**src/rtl/mem_arb_pkg.sv**
```systemverilog
// Shared definitions for the unified memory port arbiter.
//   arb_state_t : arbiter FSM encoding (IDLE / ACCESS / DONE)
//   master_t    : master identifiers (M_CPU = CPU control path, M_DMA = DMA/debug loader)
package mem_arb_pkg;

  typedef enum logic [1:0] {
    IDLE   = 2'd0,
    ACCESS = 2'd1,
    DONE   = 2'd2
  } arb_state_t;

  typedef enum logic {
    M_CPU = 1'b0,
    M_DMA = 1'b1
  } master_t;

endpackage

```
**src/rtl/rr_pick2.sv**
```systemverilog
// Combinational 2-way round-robin picker.
//   req       in  2  request vector, bit 0 = M_CPU, bit 1 = M_DMA
//   last      in  1  master granted most recently
//   gnt_id    out 1  selected master (meaningful only when gnt_valid)
//   gnt_valid out 1  at least one request present
module rr_pick2
  import mem_arb_pkg::*;
(
  input  logic [1:0] req,
  input  master_t    last,
  output master_t    gnt_id,
  output logic       gnt_valid
);

  always_comb begin
    gnt_valid = |req;
    gnt_id    = M_CPU;
    if (req == 2'b11) begin
      // On contention the master that did not win last time goes first.
      gnt_id = (last == M_CPU) ? M_DMA : M_CPU;
    end else if (req[1]) begin
      gnt_id = M_DMA;
    end
  end

endmodule

```
**src/rtl/mem_port_arbiter.sv**
```systemverilog
// Shares the CPU's single unified memory port between two masters
// (m0 = CPU control path, m1 = DMA/debug loader). One access at a time,
// round-robin on contention, fixed-latency memory sequencing, one-cycle ack.
//   clk, rst                 clock (rising edge), async active-high reset
//   m0_req/we/addr/wdata     CPU request, held until m0_ack
//   m0_ack, m0_stall         CPU completion pulse, CPU hold (req & ~ack)
//   m1_req/we/addr/wdata     DMA request, held until m1_ack
//   m1_ack                   DMA completion pulse
//   rdata                    read data, valid in the ack cycle (holds on writes)
//   mem_ce/we/addr/wdata     memory command, stable for LATENCY cycles
//   mem_rdata                memory read data, valid LATENCY cycles after mem_ce rises
module mem_port_arbiter
  import mem_arb_pkg::*;
#(
  parameter int AW      = 32,
  parameter int DW      = 32,
  parameter int LATENCY = 2
) (
  input  logic          clk,
  input  logic          rst,
  input  logic          m0_req,
  input  logic          m0_we,
  input  logic [AW-1:0] m0_addr,
  input  logic [DW-1:0] m0_wdata,
  output logic          m0_ack,
  output logic          m0_stall,
  input  logic          m1_req,
  input  logic          m1_we,
  input  logic [AW-1:0] m1_addr,
  input  logic [DW-1:0] m1_wdata,
  output logic          m1_ack,
  output logic [DW-1:0] rdata,
  output logic          mem_ce,
  output logic          mem_we,
  output logic [AW-1:0] mem_addr,
  output logic [DW-1:0] mem_wdata,
  input  logic [DW-1:0] mem_rdata
);

  localparam int CW = $clog2(LATENCY + 1);

  if (LATENCY < 1) begin : g_latency_check
    $error("mem_port_arbiter: LATENCY must be >= 1");
  end

  arb_state_t    state, state_nxt;
  master_t       owner, last_gnt, gnt_id;
  logic          gnt_valid;
  logic          grant, finish;
  logic [CW-1:0] cnt;

  rr_pick2 u_pick (
    .req       ({m1_req, m0_req}),
    .last      (last_gnt),
    .gnt_id    (gnt_id),
    .gnt_valid (gnt_valid)
  );

  // State register.
  always_ff @(posedge clk or posedge rst) begin
    if (rst) begin
      state <= IDLE;
    end else begin
      state <= state_nxt;
    end
  end

  // Next state and acknowledge outputs.
  always_comb begin
    state_nxt = state;
    grant     = 1'b0;
    finish    = 1'b0;
    m0_ack    = 1'b0;
    m1_ack    = 1'b0;
    case (state)
      IDLE: begin
        if (gnt_valid) begin
          grant     = 1'b1;
          state_nxt = ACCESS;
        end
      end
      ACCESS: begin
        if (cnt == '0) begin
          finish    = 1'b1;
          state_nxt = DONE;
        end
      end
      DONE: begin
        m0_ack    = (owner == M_CPU);
        m1_ack    = (owner == M_DMA);
        state_nxt = IDLE;
      end
      default: state_nxt = IDLE;
    endcase
    m0_stall = m0_req & ~m0_ack;
  end

  // Grant bookkeeping, memory command registers and read-data capture.
  always_ff @(posedge clk or posedge rst) begin
    if (rst) begin
      owner     <= M_CPU;
      last_gnt  <= M_DMA;
      cnt       <= '0;
      mem_ce    <= 1'b0;
      mem_we    <= 1'b0;
      mem_addr  <= '0;
      mem_wdata <= '0;
      rdata     <= '0;
    end else if (grant) begin
      owner    <= gnt_id;
      last_gnt <= gnt_id;
      mem_ce   <= 1'b1;
      cnt      <= CW'(LATENCY - 1);
      if (gnt_id == M_DMA) begin
        mem_we    <= m1_we;
        mem_addr  <= m1_addr;
        mem_wdata <= m1_wdata;
      end else begin
        mem_we    <= m0_we;
        mem_addr  <= m0_addr;
        mem_wdata <= m0_wdata;
      end
    end else if (state == ACCESS) begin
      if (finish) begin
        if (!mem_we) begin
          rdata <= mem_rdata;
        end
        mem_ce <= 1'b0;
        mem_we <= 1'b0;
      end else begin
        cnt <= cnt - 1'b1;
      end
    end
  end

endmodule

```
**config.mk**
```make
export PLATFORM = sky130hd
export DESIGN_NAME = mem_port_arbiter
export DESIGN_NICKNAME = d
export VERILOG_FILES = /design/src/rtl/mem_arb_pkg.sv /design/src/rtl/rr_pick2.sv /design/src/rtl/mem_port_arbiter.sv
export SDC_FILE = /design/constraint.sdc
export NUM_CORES = 1
export LEC_CHECK = 0
export BUFFER_PORTS_ARGS = -buffer_cell sky130_fd_sc_hd__buf_2
export CORE_MARGIN = 3
export CORE_UTILIZATION = 45
export DETAILED_ROUTE_END_ITERATION = 6
export PLACE_DENSITY = 0.84
export SLEW_MARGIN = 20
export SYNTH_ARGS = -nofsm -noshare
export SYNTH_HDL_FRONTEND = slang
export SYNTH_SLANG_ARGS = --single-unit
```
**constraint.sdc**
```tcl
create_clock -name clk -period 3.9 [get_ports clk]
set_input_delay 0.39 -clock clk [delete_from_list [all_inputs] [get_ports clk]]
set_output_delay 0.39 -clock clk [all_outputs]
set_load 0.02 [all_outputs]
```
==> metrics.csv <==
metric,value,unit
status,"complete, no violations",
area_delta_synth_final,33.2,%
detail_route.wl_per_cell,16.6,um
placed_cell_area,0.00644,sq mm
grt.busiest_layer,met2,
crit_path_end_kind,register,
die_h,112,um
grt_pass1_vias,3719,
grt.total_usage,18.5,%
startpoint,state[1]$_DFFE_PP0P_,
tns,0,ps
cts.clk_slew.worst_paths,90,ps
num_rows,37,
start_kind,register,
grt_use_met3,4.57,%
cts_tree,done,
skew,7.26,ps
gr-usage-met1,20.4,%
hold_path_class,in -> async,
syn-num-nets,477,
die-area,0.0124,sq mm
design_area,0.00668,sq mm
place.gp.congestion,0.843,
ys_seq_area_share,52.0,%
rr_startpoint,state[1]$_DFFE_PP0P_,
slew_viol_final,0,
cts_setup_buffers,0,
die_x,112,um
fin_crit_sh,57.4,%
syn_avg_cell_area,16.2,sq um
synth_edf_count,0,
postLayoutCoreUtil,63.2,%
nNetsFinal,743,
r2r-end,mem_wdata[31]$_DFFE_PP0P_,
relSlewSlack,41.3,%
ant_nets,0,
tightest_slew,881,ps
drt_pass1_iterations,4,
powerDensity,813,mW/mm^2
vias,3502,
grt_first_pass_wirelength,18.6,mm
numPortBuffers,266,
cts_sinks,104,
ctsHtreeMaxLevel,3,
io_pins,267,
ys_warn_count,0,
cp.required,4140,ps
crit_end,mem_wdata[31]$_DFFE_PP0P_,
yosys_most_used_dff,dfrtp_1,
dp_hpwl,9.35,mm
ys_async_sr_fraction,100,%
placed_cells,700,
power.leakage,3.49,nW
hold_viol_final,0,
clock_latency,350,ps
synth_cell_types,27,
syn_area,0.00501,sq mm
setup_violations,0,
rsz0062_at_grt,false,
root_buffer,clkbuf_8,
coreArea,0.0106,sq mm
ys_ff_latch,104,
netlist_instances,310,
maxCapViolCount,0,
antenna_found_initial,0,
numCtsBuffers,9,
reg2reg_slack,1660,ps
crit_fanout,35,
rr_worst_depth,4,
wirelength,11.9,mm
max_freq,447,MHz
final-instance-count-excl-fill,717,
drtIter0Drc,72,
clock_path_buffers,2,
drc,0,
cts-hold-fix-buffers,0,
antenna_cells,0,
crit_type,reg -> reg,
cts_repair_resize_count,0,
overflow,0,
vdd_drop_max,0.433,mV
avgViaCountPerCell,4.88,
grt_max_degree,75,
arrival,2470,ps
start_util,47.5,%
drive_gt1_share,75.9,%
period_needed,2240,ps
use_met2,34.7,%
[worst max-delay path: stages (launching register included)]
cell	delay (ps)
dfrtp_1	440
nor2_1	270
o21a_4	590
buf_4	430
mux2_2	380
[cell families after synthesis]
family	after synthesis	share of synthesized area [%]
buf+inv	21	2.77
compound gates	7	0.974
simple gates	14	1.50
fa+ha+maj	1	0.250
mux	162	42.4
xor+xnor	1	0.175
flops	104	52.0
[registers in the layout, summed over array words and instances (netlist names)]
signal,flops
mem_wdata,32
rdata,32
cnt,2
mem_ce,1
owner,1
mem_addr,32
mem_we,1
last_gnt,1
state,2
[cell usage after synthesis (all sizes together) (2+ instances only)]
master  count  area share, %
nor2        3           0.22
nor3b       2           0.30
mux2i       2           0.40
mux2      160             42
buf        17            2.5
nand2       4           0.30
dfrtp     103             51
inv         4           0.30
[cell type report]
class | instances | area, sq um
multi-input combinational | 185 | 2280
timing repair buffer | 272 | 1400
tap | 136 | 170
clock buffer | 11 | 141
fill | 798 | 3880
inverter | 4 | 17.5
sequential | 104 | 2600
clock inverter | 5 | 62.6
[placed cells by master (no fill, tap or decap), drive strengths merged, types with 2 or more instances in the layout]
cell type and count:
clkinvlp 2, inv 6, mux2 160, dfrtp 103, clkbuf 11, nor2 3, mux2i 2, nor3b 2
buf 272, nand2 4
[worst min path at each step]
| stage | cells past startpoint | slack, ps | endpoint | startpoint |
|---|---|---|---|---|
| 6_report | 2 | 220 | mem_wdata[3]$_DFFE_PP0P_ | rst |
| 3_3_place_gp | 2 | 460 | mem_ce$_DFFE_PP0P_ | mem_ce$_DFFE_PP0P_ |
| 3_5_place_dp | 2 | 460 | mem_ce$_DFFE_PP0P_ | mem_ce$_DFFE_PP0P_ |
| 2_1_floorplan | 1 | 450 | last_gnt$_DFFE_PP1P_ | m0_req |
| 5_1_grt | 2 | 220 | rdata[25]$_DFFE_PP0P_ | mem_rdata[25] |
| 4_1_cts | 2 | 220 | last_gnt$_DFFE_PP1P_ | m0_req |
[where the power goes]
part	switching, mW	internal [mW]	leakage [nW]
combinational	1.45	1.35	2.17
clock	0.359	0.319	0.0966
sequential	0.307	1.64	1.23
[through the flow]
step,setup WS (ps),total power [mW],hold slack (ps)
global route,1560,5.72,223
floorplan,779,3.91,453
finish,1660,5.43,217
CTS,1540,5.49,223
global placement,1610,4.69,463
detailed placement,1530,4.80,465
[layer usage]
metal	vias to the layer above	wire length, um
met1	1684	4510
li1	1637	-
met2	165	6390
met4	0	193
met3	16	837
met5	-	0
No activity file was read; power rests on OpenSTA's default activity.
